**src/rtl/db_pkg.sv**
```systemverilog
// db_pkg: shared definitions for the luma deblocking blocks.
//   - pixel width and line packing offsets for {p3,p2,p1,p0,q0,q1,q2,q3}
//   - de decision encodings
//   - per-line gradient function (dp, dq, s, a)
package db_pkg;

    localparam int unsigned PIX_W  = 8;
    localparam int unsigned LINE_W = 8 * PIX_W;

    // Bit offsets of each pixel inside a packed line (p3 is the MSB pixel).
    localparam int unsigned P3_LSB = 56;
    localparam int unsigned P2_LSB = 48;
    localparam int unsigned P1_LSB = 40;
    localparam int unsigned P0_LSB = 32;
    localparam int unsigned Q0_LSB = 24;
    localparam int unsigned Q1_LSB = 16;
    localparam int unsigned Q2_LSB = 8;
    localparam int unsigned Q3_LSB = 0;

    typedef enum logic [1:0] {
        DE_OFF    = 2'd0,
        DE_NORMAL = 2'd1,
        DE_STRONG = 2'd2
    } de_e;

    typedef struct packed {
        logic [8:0] dp;  // |p2 - 2p1 + p0|
        logic [8:0] dq;  // |q2 - 2q1 + q0|
        logic [8:0] s;   // |p3 - p0| + |q0 - q3|
        logic [7:0] a;   // |p0 - q0|
    } grad_t;

    // |x2 - 2*x1 + x0|; the signed range is -510..510, so 10 bits suffice.
    function automatic logic [8:0] abs_2nd(input logic [7:0] x2, input logic [7:0] x1,
                                           input logic [7:0] x0);
        logic signed [9:0] v;
        v = $signed({2'b00, x2}) - $signed({1'b0, x1, 1'b0}) + $signed({2'b00, x0});
        if (v[9]) begin
            v = -v;
        end
        return v[8:0];
    endfunction

    function automatic logic [7:0] abs_diff(input logic [7:0] x, input logic [7:0] y);
        return (x > y) ? (x - y) : (y - x);
    endfunction

    function automatic grad_t line_grad(input logic [LINE_W-1:0] l);
        grad_t g;
        logic [7:0] p3, p2, p1, p0, q0, q1, q2, q3;
        p3 = l[P3_LSB +: PIX_W];
        p2 = l[P2_LSB +: PIX_W];
        p1 = l[P1_LSB +: PIX_W];
        p0 = l[P0_LSB +: PIX_W];
        q0 = l[Q0_LSB +: PIX_W];
        q1 = l[Q1_LSB +: PIX_W];
        q2 = l[Q2_LSB +: PIX_W];
        q3 = l[Q3_LSB +: PIX_W];
        g.dp = abs_2nd(p2, p1, p0);
        g.dq = abs_2nd(q2, q1, q0);
        g.s  = {1'b0, abs_diff(p3, p0)} + {1'b0, abs_diff(q0, q3)};
        g.a  = abs_diff(p0, q0);
        return g;
    endfunction

endpackage

```
**src/rtl/db_lut_beta.sv**
```systemverilog
// db_lut_beta: qp -> beta lookup for luma deblocking.
//   i_qp   [5:0]  average luma qp
//   o_beta [6:0]  beta, 0 for qp outside 16..51
module db_lut_beta (
    input  logic [5:0] i_qp,
    output logic [6:0] o_beta
);

    // The table is linear in two pieces: qp-10 up to qp 28, then 2*qp-38 up to qp 51.
    always_comb begin
        o_beta = '0;
        if (i_qp >= 6'd16 && i_qp <= 6'd28) begin
            o_beta = {1'b0, i_qp} - 7'd10;
        end else if (i_qp >= 6'd29 && i_qp <= 6'd51) begin
            o_beta = {i_qp, 1'b0} - 7'd38;
        end
    end

endmodule

```
**src/rtl/db_edge_decision.sv**
```systemverilog
// db_edge_decision: luma deblocking edge decision over one 4-line segment.
//   clk, rst        clock, synchronous active-high reset
//   valid_i         one edge line on line_i this cycle
//   line_i [63:0]   {p3,p2,p1,p0,q0,q1,q2,q3}
//   qp_i, bs_i, tc_i  edge parameters, sampled on the line-0 beat
//   done_o          one-cycle pulse, decision valid
//   de_o [1:0]      0 off, 1 normal, 2 strong
//   dep_o, deq_o    filter p1 / q1 in normal mode
module db_edge_decision
    import db_pkg::*;
(
    input  logic              clk,
    input  logic              rst,
    input  logic              valid_i,
    input  logic [LINE_W-1:0] line_i,
    input  logic [5:0]        qp_i,
    input  logic [1:0]        bs_i,
    input  logic [4:0]        tc_i,
    output logic              done_o,
    output logic [1:0]        de_o,
    output logic              dep_o,
    output logic              deq_o
);

    logic [1:0] r_line_cnt;
    logic [5:0] r_qp;
    logic [1:0] r_bs;
    logic [4:0] r_tc;
    grad_t      r_g0;
    logic       r_done;
    logic [1:0] r_de;
    logic       r_dep;
    logic       r_deq;

    grad_t       w_g;
    logic [6:0]  w_beta;
    logic [9:0]  w_dpq0;
    logic [9:0]  w_dpq3;
    logic [10:0] w_d;
    logic [6:0]  w_beta_d4;
    logic [6:0]  w_beta_d8;
    logic [6:0]  w_tc5;
    logic [7:0]  w_side_sum;
    logic [4:0]  w_side_lim;
    logic [9:0]  w_dp_sum;
    logic [9:0]  w_dq_sum;
    logic        w_on;
    logic        w_strong;
    logic [1:0]  w_de_nxt;
    logic        w_dep_nxt;
    logic        w_deq_nxt;

    db_lut_beta u_lut_beta (
        .i_qp   (r_qp),
        .o_beta (w_beta)
    );

    // Same gradient logic serves both the beat-0 capture and the beat-3 decision.
    assign w_g = line_grad(line_i);

    assign w_dpq0     = {1'b0, r_g0.dp} + {1'b0, r_g0.dq};
    assign w_dpq3     = {1'b0, w_g.dp} + {1'b0, w_g.dq};
    assign w_d        = {1'b0, w_dpq0} + {1'b0, w_dpq3};
    assign w_beta_d4  = {2'b00, w_beta[6:2]};
    assign w_beta_d8  = {3'b000, w_beta[6:3]};
    assign w_tc5      = {2'b00, r_tc} * 7'd5 + 7'd1;
    assign w_side_sum = {1'b0, w_beta} + {2'b00, w_beta[6:1]};
    assign w_side_lim = w_side_sum[7:3];
    assign w_dp_sum   = {1'b0, r_g0.dp} + {1'b0, w_g.dp};
    assign w_dq_sum   = {1'b0, r_g0.dq} + {1'b0, w_g.dq};

    assign w_on = (r_bs != 2'd0) && (w_d < {4'b0000, w_beta});

    assign w_strong = ({w_dpq0, 1'b0} < {4'b0000, w_beta_d4}) &&
                      ({w_dpq3, 1'b0} < {4'b0000, w_beta_d4}) &&
                      (r_g0.s < {2'b00, w_beta_d8}) &&
                      (w_g.s  < {2'b00, w_beta_d8}) &&
                      (r_g0.a < {2'b00, w_tc5[6:1]}) &&
                      (w_g.a  < {2'b00, w_tc5[6:1]});

    always_comb begin
        w_de_nxt  = DE_OFF;
        w_dep_nxt = 1'b0;
        w_deq_nxt = 1'b0;
        if (w_on) begin
            w_de_nxt  = w_strong ? DE_STRONG : DE_NORMAL;
            w_dep_nxt = w_dp_sum < {5'b00000, w_side_lim};
            w_deq_nxt = w_dq_sum < {5'b00000, w_side_lim};
        end
    end

    always_ff @(posedge clk) begin
        if (rst) begin
            r_line_cnt <= '0;
            r_qp       <= '0;
            r_bs       <= '0;
            r_tc       <= '0;
            r_g0       <= '0;
            r_done     <= 1'b0;
            r_de       <= DE_OFF;
            r_dep      <= 1'b0;
            r_deq      <= 1'b0;
        end else begin
            r_done <= 1'b0;
            if (valid_i) begin
                r_line_cnt <= r_line_cnt + 2'd1;
                if (r_line_cnt == 2'd0) begin
                    r_qp <= qp_i;
                    r_bs <= bs_i;
                    r_tc <= tc_i;
                    r_g0 <= w_g;
                end
                if (r_line_cnt == 2'd3) begin
                    r_done <= 1'b1;
                    r_de   <= w_de_nxt;
                    r_dep  <= w_dep_nxt;
                    r_deq  <= w_deq_nxt;
                end
            end
        end
    end

    assign done_o = r_done;
    assign de_o   = r_de;
    assign dep_o  = r_dep;
    assign deq_o  = r_deq;

endmodule

```
**config.mk**
```make
export PLATFORM = sky130hd
export DESIGN_NAME = db_edge_decision
export DESIGN_NICKNAME = d
export VERILOG_FILES = /design/src/rtl/db_pkg.sv /design/src/rtl/db_lut_beta.sv /design/src/rtl/db_edge_decision.sv
export SDC_FILE = /design/constraint.sdc
export NUM_CORES = 1
export LEC_CHECK = 0
export CAP_MARGIN = 40
export CORE_MARGIN = 4
export CORE_UTILIZATION = 46
export CTS_CLUSTER_SIZE = 25
export DETAILED_ROUTE_END_ITERATION = 8
export GPL_TIMING_DRIVEN = 0
export PLACE_DENSITY = 0.69
export RECOVER_POWER = 50
export SYNTH_ARGS = -nofsm -noshare
export SYNTH_HDL_FRONTEND = slang
export SYNTH_HIERARCHICAL = 1
export SYNTH_SLANG_ARGS = --single-unit
```
**constraint.sdc**
```tcl
create_clock -name clk -period 8.29 [get_ports clk]
set_clock_uncertainty 0.1 [all_clocks]
set_input_delay 2.0725 -clock clk [delete_from_list [all_inputs] [get_ports clk]]
set_output_delay 2.0725 -clock clk [all_outputs]
set_load 0.005 [all_outputs]
```
After elaboration in Yosys (flattened, before gate mapping)
Cells that the tools add are included.

Add/sub/neg operators: 23. Multiply operators: 1. Magnitude comparators: 16. Equal/unequal tests: 1. Mux-type cells: 12. Bitwise gates (word level): 1. Reduce and logical (&&, ||, !) cells: 13.

Operators by type and width (number): subtractor 8 bit (6); adder 9 x 9 -> 10 bit (4); greater-than comparator 8 bit (3); two-way mux 8 bit (3); less-than comparator 11 x 5 -> 1 bit (2); adder 10 x 9 -> 10 bit (2); less-than comparator 10 x 5 -> 1 bit (2); subtractor 8 x 9 -> 10 bit (2); less-than comparator 9 x 4 -> 1 bit (2); two-way mux 9 bit (2); negation 9 bit (2); less-than comparator 8 x 6 -> 1 bit (2); two-way mux 7 bit (2); greater-or-equal comparator 6 x 5 -> 1 bit (second input constant) (2); adder 10 x 10 -> 11 bit (1); less-than comparator 11 x 7 -> 1 bit (1); adder 8 x 8 -> 9 bit (1); adder 7 x 6 -> 8 bit (1); logical AND 1 bit (8); adder 7 x 1 -> 7 bit (second input constant) (1); multiplier 5 x 3 -> 7 bit (second input constant) (1); subtractor 6 x 4 -> 7 bit (second input constant) (1); subtractor 7 x 6 -> 7 bit (second input constant) (1); less-or-equal comparator 6 x 5 -> 1 bit (second input constant) (1); other kinds (10) (14).

Register bits after elaboration: 55. Logic and storage cells: 79.

Logic depth before layout (Yosys ltp)
Gate-level depths: netlist of run 1.

Depth in word-level cells: 13. Depth in mapped cells: 29. Depth with buffers taken out: 28.

Hierarchy
Netlist of run 1, hierarchy kept.

Modules (own cells, without submodules): db_edge_decision (instances 1, cells an instance 1045, area an instance 8348.0 sq um, sequential area each 1101.1 sq um); db_lut_beta (instances 1, cells an instance 34, area an instance 232.7 sq um, sequential area each 0.0 sq um).

Worst setup path after synthesis of run 1
OpenSTA, ideal clock, no wires.

Kind: input -> register. Start: input line_i[34]. End: register r_deq (netlist: deq_o). Arrival time: 7.271 ns. Slack: 0.832 ns. Stages on the path: 25. Cell sequence: inv_1 -> fa_1 -> inv_1 -> ha_1 -> o21ai_1 -> a22oi_2 -> a41oi_2 -> o21ai_0 -> inv_1 -> fa_1 -> inv_1 -> fa_1 -> a21oi_1 -> nor2_1 -> nor2_1 -> o21bai_1 -> a21oi_1 -> xnor2_1 -> ha_1 -> nor4_1 -> o2111ai_1 -> nor4_1 -> nand3b_1 -> or4_1 -> o31ai_1.

RTL lines: start, declared (line db_edge_decision.sv:15) `input logic [LINE_W-1:0] line_i,`; end signal, assigned (line db_edge_decision.sv:117) `r_deq <= w_deq_nxt;`; end, declared (line db_edge_decision.sv:33) `logic r_deq;`.

==> metrics.json, run 1 <==
{
  "status": "finished clean",
  "floorplan.die.height_um": 145,
  "routedWlPerCell_um": 15.9,
  "synth_top_area_share_pct": 25.5,
  "required_ns": 8.41,
  "period_minus_slack_ns": 7.99,
  "diodes": 0,
  "power.sequential.fraction_pct": 10.3,
  "hpwl_detailed_mm": 18.9,
  "antenna_found_initial": 0,
  "placeable_core_region_mm2": 0.0181,
  "mappedNetlistArea_mm2": 0.00858,
  "finalCoreUtilization_pct": 55.8,
  "critical_path.max_fanout": 9,
  "synth-seq-area-share_pct": 12.8,
  "die_w_um": 145,
  "setup_violations": 0,
  "h_tree_depth": 2,
  "netlist_top_cells_area": "ha_1, dfxtp_1, fa_1",
  "endpoint_kind": "register",
  "max_slew.worst_pin.slew_ns": 1.02,
  "met2WireLength_mm": 10.8,
  "synthXorXnorAreaFrac_pct": 9.61,
  "synth-edff-count": 0,
  "timing.max_slew.rel_slack_pct": 32.0,
  "timing_hold_violations_final": 0,
  "start_kind": "input port",
  "final_net_count": 1457,
  "area_delta_synth_final_pct": 17.9,
  "postSynth.asyncResetShare_pct": 0,
  "vias": 7728,
  "worst-endpoint-arrival_ns": 8.11,
  "timing.hold.ws_ns": 0.355,
  "power_per_cell_area_mw_per_mm2": 320,
  "grt_start_max_net_pins": 18,
  "fin_crit_sh_pct": 96.4,
  "detail_route.drc_violations": 0,
  "port-buffer-count": 83,
  "dominant_combinational_cell_family_by_area_after_synthesis": "adder cells",
  "drt_first_iter_violations": 423,
  "synth.avg_cell_area_um2": 7.95,
  "wl_met1_mm": 10.4,
  "switching_power_of_the_nets_mw": 1.62,
  "synth_fp_nets": 1360,
  "syn-instance-count": 1079,
  "ys.warnings.count": 6,
  "finalWirelength_mm": 22.4,
  "synth_ff_type": "dfxtp_1",
  "number_of_buffers_and_inverters_on_the_critical_path": 5,
  "total_leakage_power_nw": 4.83,
  "crit_path_max_incr_delay_ns": 0.61,
  "synth_mux_area_share_pct": 2.29,
  "tritoncts.num_buffers": 5,
  "synth.ff_latch_count": 55,
  "worst_ir_drop_vdd_mv": 0.270,
  "dr_wl_met3_um": 692,
  "crit_family": "simple AND/OR/NAND/NOR gates",
  "rows": 49,
  "synth-adder-area-share_pct": 31.6,
  "synth_compound_gate_area_share_pct": 20.6,
  "initial_core_util_pct": 47.3,
  "ios": 85,
  "criticalPathCategory": "input port to register",
  "slew_violations": 0,
  "place_congestion": 0.889,
  "post_synthesis_simple_gate_area_fraction_pct": 16.1,
  "critical-path-slowest-cell": "dlygate4sd3_1",
  "detail-route-antenna-nets": 0,
  "holdCritPathClass": "register to register",
  "switching_share_pct": 50.1,
  "vias_per_cell": 5.50,
  "groute.usage.overall_pct": 21.2,
  "clock_tree.root_cell": "clkbuf_16",
  "final_layout_size_suffix_gt1_share_pct": 6.54,
  "grt_remaining_overflow": 0,
  "dr.pass1.iters": 5,
  "cts_buffer_depth": 2,
  "tritoncts": "done",
  "comb_power_share_pct": 82.7,
  "clock.fmax_mhz": 125,
  "path_common_cell": "ha_1",
  "first_pass_grt_wire_length_mm": 35.8,
  "design.die.area_mm2": 0.0209,
  "numClockSinks": 55,
  "share_clk_of_total_power_pct": 7.0,
  "count_of_cell_types_in_the_netlist": 74,
  "max_cap_violations": 0,
  "vias_in_the_first_global_route": 7422,
  "clkSlewWorstSetupHoldPaths_ns": 0.08,
  "power_report.internal_total_mw": 1.62,
  "clock_insertion_delay_worst_skew_ns": 0.30,
  "top_layer_used": "met4",
  "top_cell_type_by_total_area_after_synthesis": "ha_1"
}
[metal layers]
layer  up-vias  GRT usage, %
met4         0          5.30
met2       167          37.4
met1      3596          28.0
met3        36          1.79
met5         -             0
li1       3929             -
[worst paths after layout]
kind | depth (start not counted) | to | slack, ns | from
max | 29 | deq_o | 0.30 | line_i[30]
min | 2 | r_qp[3] | 0.36 | r_qp[3]
max reg2reg | 17 | de_o[0] | 3.85 | r_tc[1]
min reg2reg | 2 | r_qp[3] | 0.36 | r_qp[3]
[layout by cell type (no fill, tap or decap), types with 14 or more instances in the layout]
| master | n |
|---|---|
| inv_1 | 124 |
| a21oi_1 | 98 |
| o21a_1 | 14 |
| xnor2_1 | 49 |
| nand2_1 | 98 |
| clkdlybuf4s50_1 | 71 |
| a21o_1 | 40 |
| ha_1 | 172 |
| xor2_1 | 25 |
| nor2b_1 | 21 |
| mux2i_1 | 14 |
| clkbuf_1 | 23 |
| nor3_1 | 18 |
| o21ai_0 | 29 |
| nor2_1 | 72 |
| dfxtp_1 | 55 |
| fa_1 | 26 |
[stage by stage]
| step | setup WS (ns) | instance area [um2] | total power [mW] | TNS, ns | instances |
|---|---|---|---|---|---|
| after floorplan | 0.832 | 8580 | 2.14 | 0 | 1079 |
| after global placement | -1.16 | 9700 | 2.62 | -3.36 | 1391 |
| after CTS | 0.000806 | 9990 | 3.07 | 0 | 1404 |
| final | 0.296 | 10100 | 3.24 | 0 | 1406 |
| after global routing | -0.0241 | 10100 | 3.53 | -0.0241 | 1406 |
| after detailed placement | -1.21 | 9700 | 2.68 | -3.56 | 1391 |
[layout make-up]
class / count / area [um2]
well taps: 229 / 287
multi-input cells: 867 / 7070
flip-flops and latches: 55 / 1100
inverters: 128 / 480
clock inverters: 2 / 16.3
repair buffers: 90 / 896
clock buffers: 6 / 139
fillers: 1672 / 8030
plain buffers: 29 / 126
[cell usage after synthesis, types with 3 or more instances]
cell	n
a211o_1	4
a211oi_1	9
a21o_1	40
a21oi_1	99
a221oi_1	5
a31o_2	3
a31oi_1	4
and2_1	3
and3_1	7
and4_1	3
clkbuf_1	23
dfxtp_1	55
fa_1	26
ha_1	175
inv_1	128
mux2_2	5
mux2i_1	14
nand2_1	99
nand2b_1	12
nand3_1	12
nand4_1	10
nor2_1	78
nor2b_1	23
nor3_1	18
nor3b_1	3
nor4_1	10
o2111ai_1	3
o21a_1	14
o21ai_0	33
o21ai_1	3
o21bai_1	12
o22ai_1	5
o2bb2ai_1	3
o31ai_1	4
xnor2_1	54
xnor2_2	4
xor2_1	27
[flip-flops by register name, summed over array words and instances (netlist names)]
name,flops
r_line_cnt,2
r_tc,5
done_o,1
dep_o,1
deq_o,1
r_qp,6
r_bs,2
r_g0,35
de_o,2
[power groups by stage]
stage / combinational (mW) / sequential [mW] / clock [mW]
floorplan: 1.81 / 0.329 / 0
global placement: 2.29 / 0.338 / 0
detailed placement: 2.35 / 0.339 / 0
CTS: 2.51 / 0.333 / 0.228
global route: 2.95 / 0.338 / 0.237
finish: 2.68 / 0.334 / 0.226
[worst reg2reg max path, cell delays in order, from the launching register on]
cell and delay (ns):
dfxtp_1 0.34, ha_1 0.30, ha_1 0.33, a31o_2 0.26, a21o_1 0.18, a21oi_1 0.16
xor2_1 0.26, ha_1 0.31, a222oi_1 0.31, nand3_1 0.12, nor2_1 0.10, o2111ai_1 0.13
nor4_2 0.23, nand3_1 0.14, nor4b_1 0.26, nand4_1 0.17, a2111o_1 0.39, a32o_1 0.23
[timing repair]
| action | CTS | global route |
|---|---|---|
| hold buffers | 0 | 0 |
| setup endpoints to repair | 4 | 4 |
| cloned | 0 | 0 |
| setup buffers | 5 | 2 |
| pin swaps | 6 | 8 |
| resized for setup | 21 | 29 |
[cells by family after synthesis]
family                   Yosys count
multiplexers                      19
AO/OA/AOI/OAI                    268
buffers and inverters            157
adder cells (fa/ha/maj)          201
flip-flops                        55
XOR/XNOR                          87
AND/OR/NAND/NOR                  292
Power figures use the tool's default switching activity.
==> run 2: changes to the inputs <==
--- a/config.mk
+++ b/config.mk
@@ -11,7 +11,8 @@
 export CTS_CLUSTER_SIZE = 25
 export DETAILED_ROUTE_END_ITERATION = 8
 export GPL_TIMING_DRIVEN = 0
-export PLACE_DENSITY = 0.69
+export MAX_ROUTING_LAYER = met4
+export PLACE_DENSITY = 0.67
 export RECOVER_POWER = 50
 export SYNTH_ARGS = -nofsm -noshare
 export SYNTH_HDL_FRONTEND = slang
==> run 2 against run 1 <==
Setup slack worse by 0.014 ns. Fmax down 0.18%. Sequential power about the same. Critical path type unchanged. Non-clock buffer count up 4. Largest cell class unchanged. Design area up 0.96%. Global-route usage up 1.3 points. Highest routed layer unchanged. Critical endpoint unchanged. Hold slack about the same. Flip-flop and latch count unchanged. Sequential share of layout area down 0.10 points. Die area unchanged.
==> metrics.json, run 2 (same netlist as run 1, synthesis figures left out) <==
{
  "grt_remaining_overflow": {"value": 0, "change": "unchanged"},
  "max_slew.worst_pin.slew": {"value": 0.702, "unit": "ns", "change": "-0.318 ns"},
  "clock.fmax": {"value": 125, "unit": "MHz", "change": "-0.18%"},
  "detail_route.drc_violations": {"value": 0, "change": "unchanged"},
  "required": {"value": 8.41, "unit": "ns", "change": "about the same"},
  "grt_start_max_net_pins": {"value": 18, "change": "unchanged"},
  "groute.usage.overall": {"value": 22.5, "unit": "%", "change": "+1.3 points"},
  "worst_ir_drop_vdd": {"value": 0.239, "unit": "mV", "change": "-11%"},
  "drt_first_iter_violations": {"value": 371, "change": "-12%"},
  "finalWirelength": {"value": 22.5, "unit": "mm", "change": "+0.53%"},
  "rows": {"value": 49, "change": "unchanged"},
  "timing.setup.tns": {"value": 0, "unit": "ns", "change": "unchanged"},
  "vias_per_cell": {"value": 5.47, "change": "-0.44%"},
  "worst-endpoint-arrival": {"value": 8.13, "unit": "ns", "change": "+0.02 ns"},
  "final_net_count": {"value": 1461, "change": "+0.27%"},
  "slew_violations": {"value": 0, "change": "unchanged"},
  "max_cap_violations": {"value": 0, "change": "unchanged"},
  "total_leakage_power": {"value": 4.87, "unit": "nW", "change": "+0.75%"},
  "hpwl_detailed": {"value": 19.0, "unit": "mm", "change": "+0.60%"},
  "final.fill_count": {"value": 1733, "change": "+3.6%"},
  "timing.max_slew.rel_slack": {"value": 53.2, "unit": "%", "change": "+21 points"},
  "vias": {"value": 7716, "change": "-0.16%"},
  "detail-route-antenna-nets": {"value": 0, "change": "unchanged"},
  "registers.top_by_ff_count": "r_g0",
  "finalCoreUtilization": {"value": 56.3, "unit": "%", "change": "+0.54 points"},
  "setup_violations": {"value": 0, "change": "unchanged"},
  "start_kind": "input port",
  "port-buffer-count": {"value": 83, "change": "unchanged"},
  "cts_buffer_depth": {"value": 2, "change": "unchanged"},
  "most_common_cell_after_layout_fill_and_taps_aside": "ha_1",
  "timing_hold_violations_final": {"value": 0, "change": "unchanged"},
  "top_regs": "r_g0 x35, r_qp x6, r_tc x5",
  "h_tree_depth": {"value": 2, "change": "unchanged"},
  "clock_tree.root_cell": "clkbuf_16",
  "initial_core_util": {"value": 47.3, "unit": "%", "change": "unchanged"},
  "criticalPathCategory": "input port to register",
  "ios": {"value": 85, "change": "unchanged"},
  "fin_crit_sh": {"value": 96.6, "unit": "%", "change": "+0.17 points"},
  "routedWlPerCell": {"value": 16.0, "unit": "um", "change": "+0.24%"},
  "place_congestion": {"value": 0.905, "change": "+1.7%"},
  "dr.pass1.iters": {"value": 5, "change": "unchanged"},
  "timing.reg2reg.setup_slack": {"value": 3.72, "unit": "ns", "change": "-0.13 ns"},
  "tritoncts.num_buffers": {"value": 5, "change": "unchanged"},
  "vias_in_the_first_global_route": {"value": 7409, "change": "-0.18%"},
  "numClockSinks": {"value": 55, "change": "unchanged"},
  "critical_path.max_fanout": {"value": 5, "change": "-4"},
  "antenna_found_initial": {"value": 0, "change": "unchanged"},
  "postCtsHoldBufs": {"value": 0, "change": "unchanged"},
  "design.die.area": {"value": 0.0209, "unit": "mm2", "change": "unchanged"},
  "mostFrequentLayoutCells": "ha_1, inv_1, nand2_1",
  "final_layout_size_suffix_gt1_share": {"value": 8.30, "unit": "%", "change": "+1.8 points"},
  "clock_insertion_delay_worst_skew": {"value": 0.29, "unit": "ns", "change": "about the same"},
  "endpoint_kind": "register",
  "tritoncts": "done",
  "largest_reg_flops": {"value": 35, "change": "unchanged"},
  "first_pass_grt_wire_length": {"value": 36.7, "unit": "mm", "change": "+2.5%"},
  "status": "finished clean",
  "clkSlewWorstSetupHoldPaths": {"value": 0.08, "unit": "ns", "change": "about the same"},
  "power_per_cell_area": {"value": 317, "unit": "mW/mm2", "change": "-0.89%"},
  "placeable_core_region": {"value": 0.0181, "unit": "mm2", "change": "unchanged"},
  "holdCritPathClass": "register to register",
  "die_w": {"value": 145, "unit": "um", "change": "unchanged"},
  "diodes": {"value": 0, "change": "unchanged"},
  "floorplan.die.height": {"value": 145, "unit": "um", "change": "unchanged"},
  "area_delta_synth_final_pct": 19.0,
  "period_minus_slack": {"value": 8.01, "unit": "ns", "change": "+0.0140 ns"}
}
run 2: repair_timing:
action / 4_1_cts / 5_1_grt
resized for setup: 23 / 48
setup endpoints to repair: 4 / 4
pin swaps: 7 / 12
buffers inserted: 6 / 6
run 2: path summary, 6_finish.rpt:
| kind | start | endpoint | cells after the start |
|---|---|---|---|
| worst max register to register | r_tc[1] | de_o[0] | 17 |
| worst max-delay path | line_i[38] | deq_o | 24 |
| worst min-delay path | r_g0[8] | r_g0[8] | 2 |
| worst min register to register | r_g0[8] | r_g0[8] | 2 |
run 2: layout make-up:
type | instances | area, um2 | share of cell area [%]
clock inverter | 2 | 16.3 | 0.159
timing repair buffer | 95 | 930 | 9.10
clock buffer | 6 | 139 | 1.36
tap | 229 | 287 | 2.80
buffer | 28 | 123 | 1.20
sequential | 55 | 1100 | 10.8
inverter | 128 | 480 | 4.70
multi-input combinational | 867 | 7140 | 69.9
run 2: power breakdown:
| part | total [mW] | internal (mW) | switching, mW | leakage (nW) |
|---|---|---|---|---|
| sequential | 0.334 | 0.302 | 0.0320 | 0.452 |
| combinational | 2.68 | 1.23 | 1.45 | 4.34 |
| clock | 0.226 | 0.121 | 0.104 | 0.0731 |
run 2: worst max-delay path, cell delays in order:
cell	delay (ns)
clkdlybuf4s50_1	0.54
inv_2	0.09
fa_1	0.53
inv_1	0.04
ha_2	0.33
a211oi_2	0.23
o21bai_1	0.11
a41oi_4	0.30
buf_4	0.20
o21ai_2	0.07
xnor2_2	0.40
ha_1	0.36
a21o_1	0.22
o21bai_1	0.21
xnor2_2	0.25
ha_1	0.31
xnor2_1	0.15
ha_1	0.21
nor4_4	0.19
o2111ai_2	0.20
nor4_1	0.20
nand3b_1	0.19
or4_1	0.53
o31ai_1	0.19
run 2: metal layers:
layer / track usage, % / share of wire, % / wire length, um
met3: 1.49 / 3.5 / 781
met4: 5.94 / 2.6 / 592
met1: 30.0 / 46 / 10400
met5: - / 0 / 0
met2: 37.2 / 48 / 10700
run 2: per-stage QoR:
step	cell area [um2]	total power, mW	hold WS (ns)	setup slack [ns]	cells
finish	10200	3.24	0.355	0.282	1410
global route	10200	3.58	0.376	-0.0259	1410
CTS	9990	3.07	0.357	-0.0368	1405
detailed placement	9700	2.67	0.346	-1.34	1391
global placement	9700	2.64	0.343	-1.28	1391
floorplan	8580	2.14	0.333	0.832	1079
==> run 3: changes to the inputs <==
--- a/config.mk
+++ b/config.mk
@@ -8,6 +8,7 @@
 export CAP_MARGIN = 40
 export CORE_MARGIN = 4
 export CORE_UTILIZATION = 46
+export CTS_CLUSTER_DIAMETER = 200
 export CTS_CLUSTER_SIZE = 25
 export DETAILED_ROUTE_END_ITERATION = 8
 export GPL_TIMING_DRIVEN = 0
==> results of run 3 <==
The final DEF is identical to that of run 2; final timing and power are the same.
